**src/rtl/seg_value_encoder_pkg.sv**
```systemverilog
// seg_value_encoder_pkg: FSM codes and display constants shared by the encoder slice
package seg_value_encoder_pkg;
  localparam logic [1:0] S_IDLE = 2'd0;
  localparam logic [1:0] S_SHIFT = 2'd1;
  localparam logic [1:0] S_BLANK = 2'd2;
  localparam logic [1:0] S_DONE = 2'd3;
  localparam logic [3:0] BLANK_CODE = 4'hF;
  localparam int DIGIT_N = 6;
  localparam int MAX_VAL = 999999;
endpackage

```
**src/rtl/seg_value_encoder_bcd_add3.sv**
```systemverilog
// bcd_add3: double-dabble digit correction, adds 3 to a BCD digit of 5 or more
module bcd_add3 (
  input  logic [3:0] d,
  output logic [3:0] q
);
  assign q = d >= 4'd5 ? d + 4'd3 : d;
endmodule

```
**src/rtl/seg_value_encoder.sv**
```systemverilog
// seg_value_encoder: fixed-latency binary to six-digit BCD with leading-zero blanking and overflow clamp
module seg_value_encoder
  import seg_value_encoder_pkg::*;
#(
  parameter int BIN_W = 20,
  parameter bit BLANK_LZ = 1'b1
) (
  input  logic             clk,
  input  logic             rst_n,
  input  logic             start,
  input  logic [BIN_W-1:0] bin_in,
  output logic             busy,
  output logic             done,
  output logic [24:0]      seg_value
);
  localparam int CW = $clog2(BIN_W + 1);
  localparam int EW = BIN_W > 20 ? BIN_W : 20;
  logic [1:0] state;
  logic [BIN_W-1:0] bin_q;
  logic [23:0] bcd, bcd_adj, bcd_blank;
  logic [CW-1:0] cnt;
  logic ovf, lead;
  for (genvar i = 0; i < DIGIT_N; i++) begin : g_add
    bcd_add3 u_add (.d(bcd[4*i+:4]), .q(bcd_adj[4*i+:4]));
  end
  // overflow clamps to all nines, so it never has leading zeros to blank
  always_comb begin
    bcd_blank = ovf ? 24'h999999 : bcd;
    lead = BLANK_LZ;
    for (int k = DIGIT_N - 1; k > 0; k--) begin
      lead = lead && bcd_blank[4*k+:4] == 4'd0;
      bcd_blank[4*k+:4] = lead ? BLANK_CODE : bcd_blank[4*k+:4];
    end
  end
  always_ff @(posedge clk or negedge rst_n) begin
    if (!rst_n) begin
      state <= S_IDLE;
      bin_q <= '0;
      bcd <= '0;
      cnt <= '0;
      ovf <= 1'b0;
      busy <= 1'b0;
      done <= 1'b0;
      seg_value <= '0;
    end else begin
      done <= 1'b0;
      case (state)
        S_IDLE: if (start) begin
          bin_q <= bin_in;
          bcd <= '0;
          cnt <= '0;
          ovf <= EW'(bin_in) > EW'(MAX_VAL);
          busy <= 1'b1;
          state <= S_SHIFT;
        end
        S_SHIFT: begin
          {bcd, bin_q} <= {bcd_adj[22:0], bin_q, 1'b0};
          cnt <= cnt + 1'b1;
          state <= cnt == CW'(BIN_W - 1) ? S_BLANK : S_SHIFT;
        end
        S_BLANK: begin
          bcd <= bcd_blank;
          state <= S_DONE;
        end
        default: begin
          seg_value <= {ovf, bcd};
          done <= 1'b1;
          busy <= 1'b0;
          state <= S_IDLE;
        end
      endcase
    end
  end
endmodule
```
**config.mk**
```make
export PLATFORM = sky130hd
export DESIGN_NAME = seg_value_encoder
export DESIGN_NICKNAME = d
export VERILOG_FILES = /design/src/rtl/seg_value_encoder_pkg.sv /design/src/rtl/seg_value_encoder_bcd_add3.sv /design/src/rtl/seg_value_encoder.sv
export SDC_FILE = /design/constraint.sdc
export NUM_CORES = 1
export LEC_CHECK = 0
export BUFFER_PORTS_ARGS = -buffer_cell sky130_fd_sc_hd__buf_4
export CAP_MARGIN = 20
export CORE_ASPECT_RATIO = 0.5
export CORE_MARGIN = 3
export CORE_UTILIZATION = 58
export DETAILED_ROUTE_END_ITERATION = 7
export PLACE_DENSITY_LB_ADDON = 0.15
export RECOVER_POWER = 25
export SETUP_SLACK_MARGIN = 0.1
export SYNTH_ARGS = -nofsm -noshare
export SYNTH_HDL_FRONTEND = slang
export SYNTH_SLANG_ARGS = --single-unit
```
**constraint.sdc**
```tcl
create_clock -name clk -period 2.6 [get_ports clk]
set_clock_uncertainty 0.15 [all_clocks]
set_input_delay 0.13 -clock clk [delete_from_list [all_inputs] [get_ports clk]]
set_output_delay 0.13 -clock clk [all_outputs]
set_load 0.1 [all_outputs]
```
After elaboration in Yosys (flattened, before gate mapping)
Cells that the tools add are included.
{ "totals": {"reg_bits": 79, "input_bits": 23, "output_inout_bits": 27, "word_cells": 72} }
{ "classes": {"n_addsub": 7, "n_lt_le_gt_ge": 7, "eq_ne": 5, "muxes": 24, "bitwise": 1, "reduce_logical": 19} }
{ "op_table": {"columns": ["cell", "count"], "rows": [
  ["one-hot mux 24 bit (3 select lines)", 1],
  ["two-way mux 24 bit", 2],
  ["two-way mux 4 bit", 10],
  ["one-hot mux 20 bit (2 select lines)", 1],
  ["greater-or-equal comparator 4 x 3 -> 1 bit, second input constant", 6],
  ["adder 4 x 2 -> 4 bit, second input constant", 5],
  ["> comparator 20 bit, second input constant", 1],
  ["logical NOT 4 bit", 5],
  ["two-way mux 20 bit", 1],
  ["one-hot mux 5 bit (2 select lines)", 1],
  ["AND reduction 2 bit", 4],
  ["one-hot mux 2 bit (3 select lines)", 1],
  ["adder 5 x 1 -> 5 bit, second input constant", 1],
  ["equality test 5 bit, second input constant", 1],
  ["two-way mux 5 bit", 1],
  ["logical AND 1 bit", 4],
  ["two-way mux 2 bit", 2],
  ["inequality test 2 bit, second input constant", 2],
  ["adder 3 x 2 -> 3 bit, second input constant", 1],
  ["two-way mux 3 bit", 1],
  ["AND reduction 3 bit", 1],
  ["nonzero test 3 bit", 1],
  ["OR reduction 3 bit", 1],
  ["equality test 2 x 1 -> 1 bit, second input constant", 1],
  ["other kinds (7)", 8]
]} }

Logic depth before layout (Yosys ltp)
Gate-level depths: netlist of the first run.
{ "logic_depth": {"ltp_word": 8, "depth_mapped": 8, "mapped_depth_nobuf": 7} }

Cells and area by module
Synthesis of the first run repeated with hierarchy kept, for this count alone.
{ "hier_totals": {"hier_cells": 422, "area_unflattened_um2": 4232.8} }
{ "by_module_without_submodules": {"columns": ["module", "instances", "cells_per_inst", "area_per_inst_um2", "seq_area_each_um2"], "rows": [
  ["seg_value_encoder", 1, 326, 3624.7, 1976.9],
  ["bcd_add3", 6, 16, 101.3, 0.0]
]} }

Worst setup path after synthesis of the first run
No wires, ideal clock.
{ "synth_timing": {"path_type": "register -> register", "from": "register state[0]", "to": "register bcd[11]", "setup_ns": 0.142, "t_arrival_ns": 1.534, "required_time_ns": 2.308, "setup_slack_ns": 0.774, "path_stages_with_launch": 9, "path_buffers": 1, "period_less_slack_ns": 1.826, "path_cell_list": "dfrtp_1 -> inv_1 -> ha_1 -> nand2b_2 -> and2b_1 -> and2_1 -> buf_2 -> o311ai_1 -> o311ai_1"} }
{ "synth_between": {"elab_chain_len": 3, "word_cells_on_any_way": 7, "cone_classes": "3 x eq/ne; 1 x mux; 3 x reduce/logical"} }
{ "synth_lines": {"columns": ["element", "line_no", "text"], "rows": [
  ["from (decl)", "seg_value_encoder.sv:18", "logic [1:0] state;"],
  ["from (signal assigned)", "seg_value_encoder.sv:59", "state <= cnt == CW'(BIN_W - 1) ? S_BLANK : S_SHIFT;"],
  ["equality test 2 bit (tied with other cells)", "seg_value_encoder.sv:47", "case (state)"],
  ["nonzero test 3 bit (no source line) / inequality test 2 bit (equally long branches)", null, null],
  ["AND reduction 2 bit (no source line)", null, null],
  ["to (signal assigned)", "seg_value_encoder.sv:57", "{bcd, bin_q} <= {bcd_adj[22:0], bin_q, 1'b0};"],
  ["to (signal assigned)", "seg_value_encoder.sv:62", "bcd <= bcd_blank;"],
  ["to (decl)", "seg_value_encoder.sv:20", "logic [23:0] bcd, bcd_adj, bcd_blank;"]
]} }
Several ways; a longest one is shown, not always the timed one.
A chain may end at the register's enable or synchronous reset.

Final worst setup path of the first run
{ "layout_timing": {"from": "register state[0]", "to": "register bcd[21]"} }
Same word-level chain as after synthesis.

==> results of run 1 <==
## through the flow
step           hold WS (ns)  util, %  instance area, µm²  setup WS (ns)
3_3_place_gp          0.190     67.9                4690          0.666
3_5_place_dp          0.203     67.9                4690          0.531
4_1_cts             0.00939     75.8                5240          0.515
6_report             0.0109     74.3                5130          0.506
5_1_grt              0.0332     74.3                5130          0.327
2_1_floorplan        -0.316        -                4260          0.774
## routing by layer
metal / global-route usage (%) / up-vias / share of wire [%]
li1: - / 1645 / -
met1: 31.1 / 1642 / 45
met2: 38.4 / 111 / 47
met3: 6.33 / 16 / 6.6
met4: 7.49 / 0 / 1.5
met5: 0 / - / 0
## cell type report
cell class	instances	area [µm²]
clock buffers	14	294
clock inverters	2	35.0
fillers	508	1780
inverters	15	56.3
multi-input cells	311	2120
flip-flops and latches	79	1980
well taps	92	115
repair buffers	78	537
## state kept, by name (all words and copies together), names as in the netlist
name / count
bcd: 24
bin_q: 20
busy: 1
cnt: 5
done: 1
ovf: 1
seg_value: 25
state: 2
## cells in the mapped netlist (all sizes together) (6+ instances only)
cell and instances:
buf 15, nand2b 17, nand2 57, xnor2 6, mux2i 23, mux2 25
clkbuf 8, nor2 17, a21oi 22, dfrtp 79, o21ai 58, ha 17
inv 15, nor3 6
## worst paths after layout
kind	endpoint	cells after the start
setup / recovery	bcd[21]	8
hold / removal	busy	3
setup reg to reg	bcd[21]	8
hold reg to reg	bin_q[16]	2
max in group asynchronous	seg_value[22]	2
min in group asynchronous	seg_value[10]	2
## kinds of logic (layout without fill, tap and decap cells)
logic type,after synthesis,count (layout),share of synthesized area (%)
adders and majority gates,17,17,4.99
muxes,48,48,12.0
xor gates and xnor gates,9,9,1.85
DFF,79,79,46.4
and+or+nand+nor,126,126,15.6
buffers and inverters,38,109,3.96
AOI/OAI and AO/OA,111,111,15.2
## what timing repair did
action / 4_1_cts / 5_1_grt
endpoints found under the hold margin: 100 / 0
hold buffers: 22 / 0
setup endpoints to repair: 0 / 0
## tightest hold or removal path, cell delays in order
cell     delay (ns)
buf_4          0.09
nor2b_1        0.12
o22a_1         0.12
==> flow_summary.yaml, run 1 <==
setup_path:
  cp_max_fo: 11
  crit_type: "reg2reg"
  critPathLaunchType: "register"
  cp_num_buf_inv: 2
  cp-end-kind: "register"
  cp-startpoint: "state[0]"
  path_cells: "inv_1 > ha_1 > nand2b_2 > and2b_1 > buf_4 > nand2b_1 > o21ai_0 > a31oi_1"
  worstReg2RegStart: "state[0]"
  crit_arrival_ns: 2.19
  reg2reg_slack_ns: 0.51
  cpPeakStageDelay_ns: 0.42
  cp_slowest_cell: "dfrtp_1"
  required_ns: 2.70
  critical-path-top-delay-family: "simple AND/OR/NAND/NOR gates"
global_routing:
  antenna_found_initial: 0
  grt_pass1_vias: 3333
  grt_max_degree: 80
  grt_pass1_wl_um: 15800
  grt_usage_pct: 23.6
  grt_overflow: 0
final_layout:
  area_growth_pct: 20.5
  drive_above_1_share_pct: 15.8
  final_cell_mix: "79 x dfrtp_1, 57 x nand2_1, 51 x o21ai_0"
  diodes: 0
  fin_cells: 591
  mostFrequentLayoutCell: "dfrtp_1"
  fin_nets: 534
die:
  die-area_mm2: 0.00847
  fp-row-count: 21
  core_area_mm2: 0.00691
  pin_count: 50
  chipHeight_um: 66.6
  die_x_um: 127
  start_util_pct: 61.7
clock_tree:
  cts_tree: "built"
  cts_resized: 0
  clk_path_buf_depth: 2
  root_buffer: "clkbuf_16"
  cts-buffers-inserted: 9
  cts_sinks: 79
  h-tree-depth: 3
  clock_latency_ns: 0.33
  path_clk_slew_ns: 0.06
  postCtsSetupBuffers: 0
sta:
  setup_viol: 0
  period_needed_ns: 2.09
  relSlewSlack_pct: 19.1
  timing.final.crit_share_pct: 80.5
  slew_violations: 0
  final-hold-violation-count: 0
  rsz0062_at_grt: "no"
  fin_setup_tns_ns: 0
  clock.fmax_ghz: 0.478
  worst_slew_pin_slew_ns: 1.22
synth:
  synthCells: 428
  synth_top_area_share_pct: 46.4
  yosysSeqAreaShare_pct: 46.4
  yosysUniqueCellTypes: 51
  syn_area_mm2: 0.00426
  syn_area_per_cell_um2: 9.95
  ys_ff_latch: 79
  synth-main-ff-cell: "dfrtp_1"
  syn_nets: 468
  synth_edf_count: 0
  synth_area_leaders: "dfrtp_1 46%, mux2_2 6.6%, o21ai_0 6.0%"
  synthArstFlopShare_pct: 100
  yosysWarningCount: 0
  synth_top_area_cell: "dfrtp_1"
min_path:
  worstHoldStart: "start"
  min_path_type: "in2reg"
drt:
  drtAntennaViolNets: 0
  drt-total-wl_um: 9270
  wl_per_cell_um: 15.7
  drt_iter0_drc: 336
  vias: 3414
  viasPerCell: 5.78
  drc_errors: 0
  drt_pass1_iterations: 5
placement:
  routabilityCongestion: 0.870
  dp_hpwl_um: 6050
  io_buffers: 49
  dp_cells: 553
flow_run:
  max-cap-violations: 0
status:
  status: "complete, no violations"
Power of run 1 is left out: the tool's default activity adds up to more than one toggle a clock period on the data nets, which glitch-free logic cannot reach.
==> run 2, diff against run 1 <==
--- a/config.mk
+++ b/config.mk
@@ -9,7 +9,7 @@
 export CAP_MARGIN = 20
 export CORE_ASPECT_RATIO = 0.5
 export CORE_MARGIN = 3
-export CORE_UTILIZATION = 58
+export CORE_UTILIZATION = 53
 export DETAILED_ROUTE_END_ITERATION = 7
 export PLACE_DENSITY_LB_ADDON = 0.15
 export RECOVER_POWER = 25
==> constraint.sdc (replaced) <==
create_clock -name clk -period 1.7 [get_ports clk]
set_clock_uncertainty 0.15 [all_clocks]
set_input_delay 0.085 -clock clk [delete_from_list [all_inputs] [get_ports clk]]
set_output_delay 0.085 -clock clk [all_outputs]
set_load 0.1 [all_outputs]
==> flow_summary.yaml, run 2 (synthesis gave the netlist of run 1 again) <==
setup_path:
  crit_type: "reg2reg"
  reg2reg_to: "bcd[5]"
  reg2reg_slack_ns: -0.47
  r2r_cells: 6
  cp_max_fo: 11
  crit_arrival_ns: 2.29
  required_ns: 1.81
  critPathLaunchType: "register"
  cp-end-kind: "register"
  worstReg2RegStart: "ovf"
global_routing:
  antenna_found_initial: 1
  grt_max_degree: 40
  grt_pass1_vias: 4232
  grt_usage_pct: 29.9
  grt_pass1_wl_um: 21700
  grt_overflow: 0
sta:
  setup_slack_ns: -0.475
  relSlewSlack_pct: 49.5
  setup_viol: 51
  period_needed_ns: 2.17
  rsz0062_at_grt: "yes"
  clock.fmax_ghz: 0.460
  slew_violations: 0
  final-hold-violation-count: 0
  timing.final.crit_share_pct: 128
  worst_slew_pin_slew_ns: 0.757
clock_tree:
  h-tree-depth: 3
  cts_sinks: 79
  cts_tree: "built"
  clock_latency_ns: 0.35
  clk_path_buf_depth: 2
  path_clk_slew_ns: 0.06
  cts-buffers-inserted: 9
  root_buffer: "clkbuf_16"
final_layout:
  drive_above_1_share_pct: 54.9
  reg_top3: "seg_value: 25 flops, bcd: 24 flops, bin_q: 20 flops"
  final_cell_mix: "102 x buf_4, 69 x dfrtp_1, 37 x nand2_1"
  fill_cells: 169
  largest-register: "seg_value"
  diodes: 0
  fin_nets: 628
  mostFrequentLayoutCell: "buf_4"
  area_growth_pct: 67.8
  largest_reg_flops: 25
placement:
  io_buffers: 49
  dp_hpwl_um: 7170
  dp_slack_ns: -0.0963
  routabilityCongestion: 0.836
status:
  failed_checks: "setup timing"
  status: "finished with violations"
drt:
  drt-total-wl_um: 20800
  wl_per_cell_um: 29.7
  drt_pass1_iterations: 7
  drt_iter0_drc: 764
  vias: 4916
  drc_errors: 0
  drtAntennaViolNets: 0
  viasPerCell: 7.02
min_path:
  worstHoldStart: "start"
  min_path_type: "in2reg"
  holdPathEnd: "ovf"
  hold_depth: 4
flow_run:
  max-cap-violations: 0
die:
  chipHeight_um: 69.4
  core_area_mm2: 0.00757
  fp-row-count: 22
  pin_count: 50
  die_x_um: 133
  die-area_mm2: 0.00922
  start_util_pct: 56.3
[run 2: changes by cell type in the layout (fill, tap and decap cells not counted), sizes merged]
| cell | before | now |
|---|---|---|
| nand2b | 17 | 18 |
| clkbuf | 42 | 17 |
| and2 | 3 | 4 |
| clkinv | 1 | 2 |
| clkinvlp | 0 | 1 |
| bufinv | 1 | 0 |
| buf | 28 | 143 |
[run 2: area by class of cell]
class	count	area (µm²)	area share, %
sequential	79	1990	27.8
clock buffer	12	267	3.73
clock inverter	3	17.5	0.245
inverter	15	68.8	0.963
timing repair buffer	170	1760	24.7
multi-input combinational	313	2910	40.7
tap	108	135	1.89
[run 2: worst max-delay path by stage]
stage | slack [ns] | from | end
3_3_place_gp | 0.009 | ovf | bcd[4]
6_report | -0.47 | ovf | bcd[5]
2_1_floorplan | -0.0002 | state[1] | bcd[11]
4_1_cts | -0.08 | bcd[22] | bcd[4]
5_1_grt | -0.49 | ovf | bcd[5]
3_5_place_dp | -0.1 | ovf | bcd[4]
[run 2: per-stage QoR]
stage,utilization (%),std cells,hold slack (ns),instance area [µm²],setup TNS (ns)
4_1_cts,84.6,676,0.0455,6410,-0.790
3_5_place_dp,67.3,607,-0.122,5090,-0.745
3_3_place_gp,67.3,607,-0.125,5090,0
2_1_floorplan,-,428,-0.361,4360,-0.000159
5_1_grt,94.4,700,0.0459,7150,-12.53
6_report,94.4,700,0.0489,7150,-10.13
[run 2: worst max-delay path, stage by stage (launching register included)]
cell     delay (ns)
dfrtp_2        0.53
nor2_2         0.37
nand4_4        0.19
nor4_4         0.37
buf_4          0.20
nand3_4        0.10
o21ai_2        0.17
[run 2: what timing repair did]
action | 4_1_cts | 5_1_grt
hold buffers | 22 | 0
hold endpoints to repair | 102 | 0
cloned | 10 | 4
buffers inserted | 22 | 21
resized for setup | 128 | 124
endpoints found under the setup margin | 73 | 74
pin swaps | 33 | 52
[run 2: metal layers]
layer | up-vias | part of all wire, % | track usage (%) | routed length (µm)
li1 | 1840 | - | - | -
met1 | 2313 | 34 | 36.1 | 7000
met2 | 556 | 43 | 52.2 | 8860
met3 | 205 | 14 | 7.61 | 2940
met4 | 2 | 9.5 | 10.4 | 1980
met5 | - | 0.038 | 0 | 8
Power of run 2 is left out for the same reason.
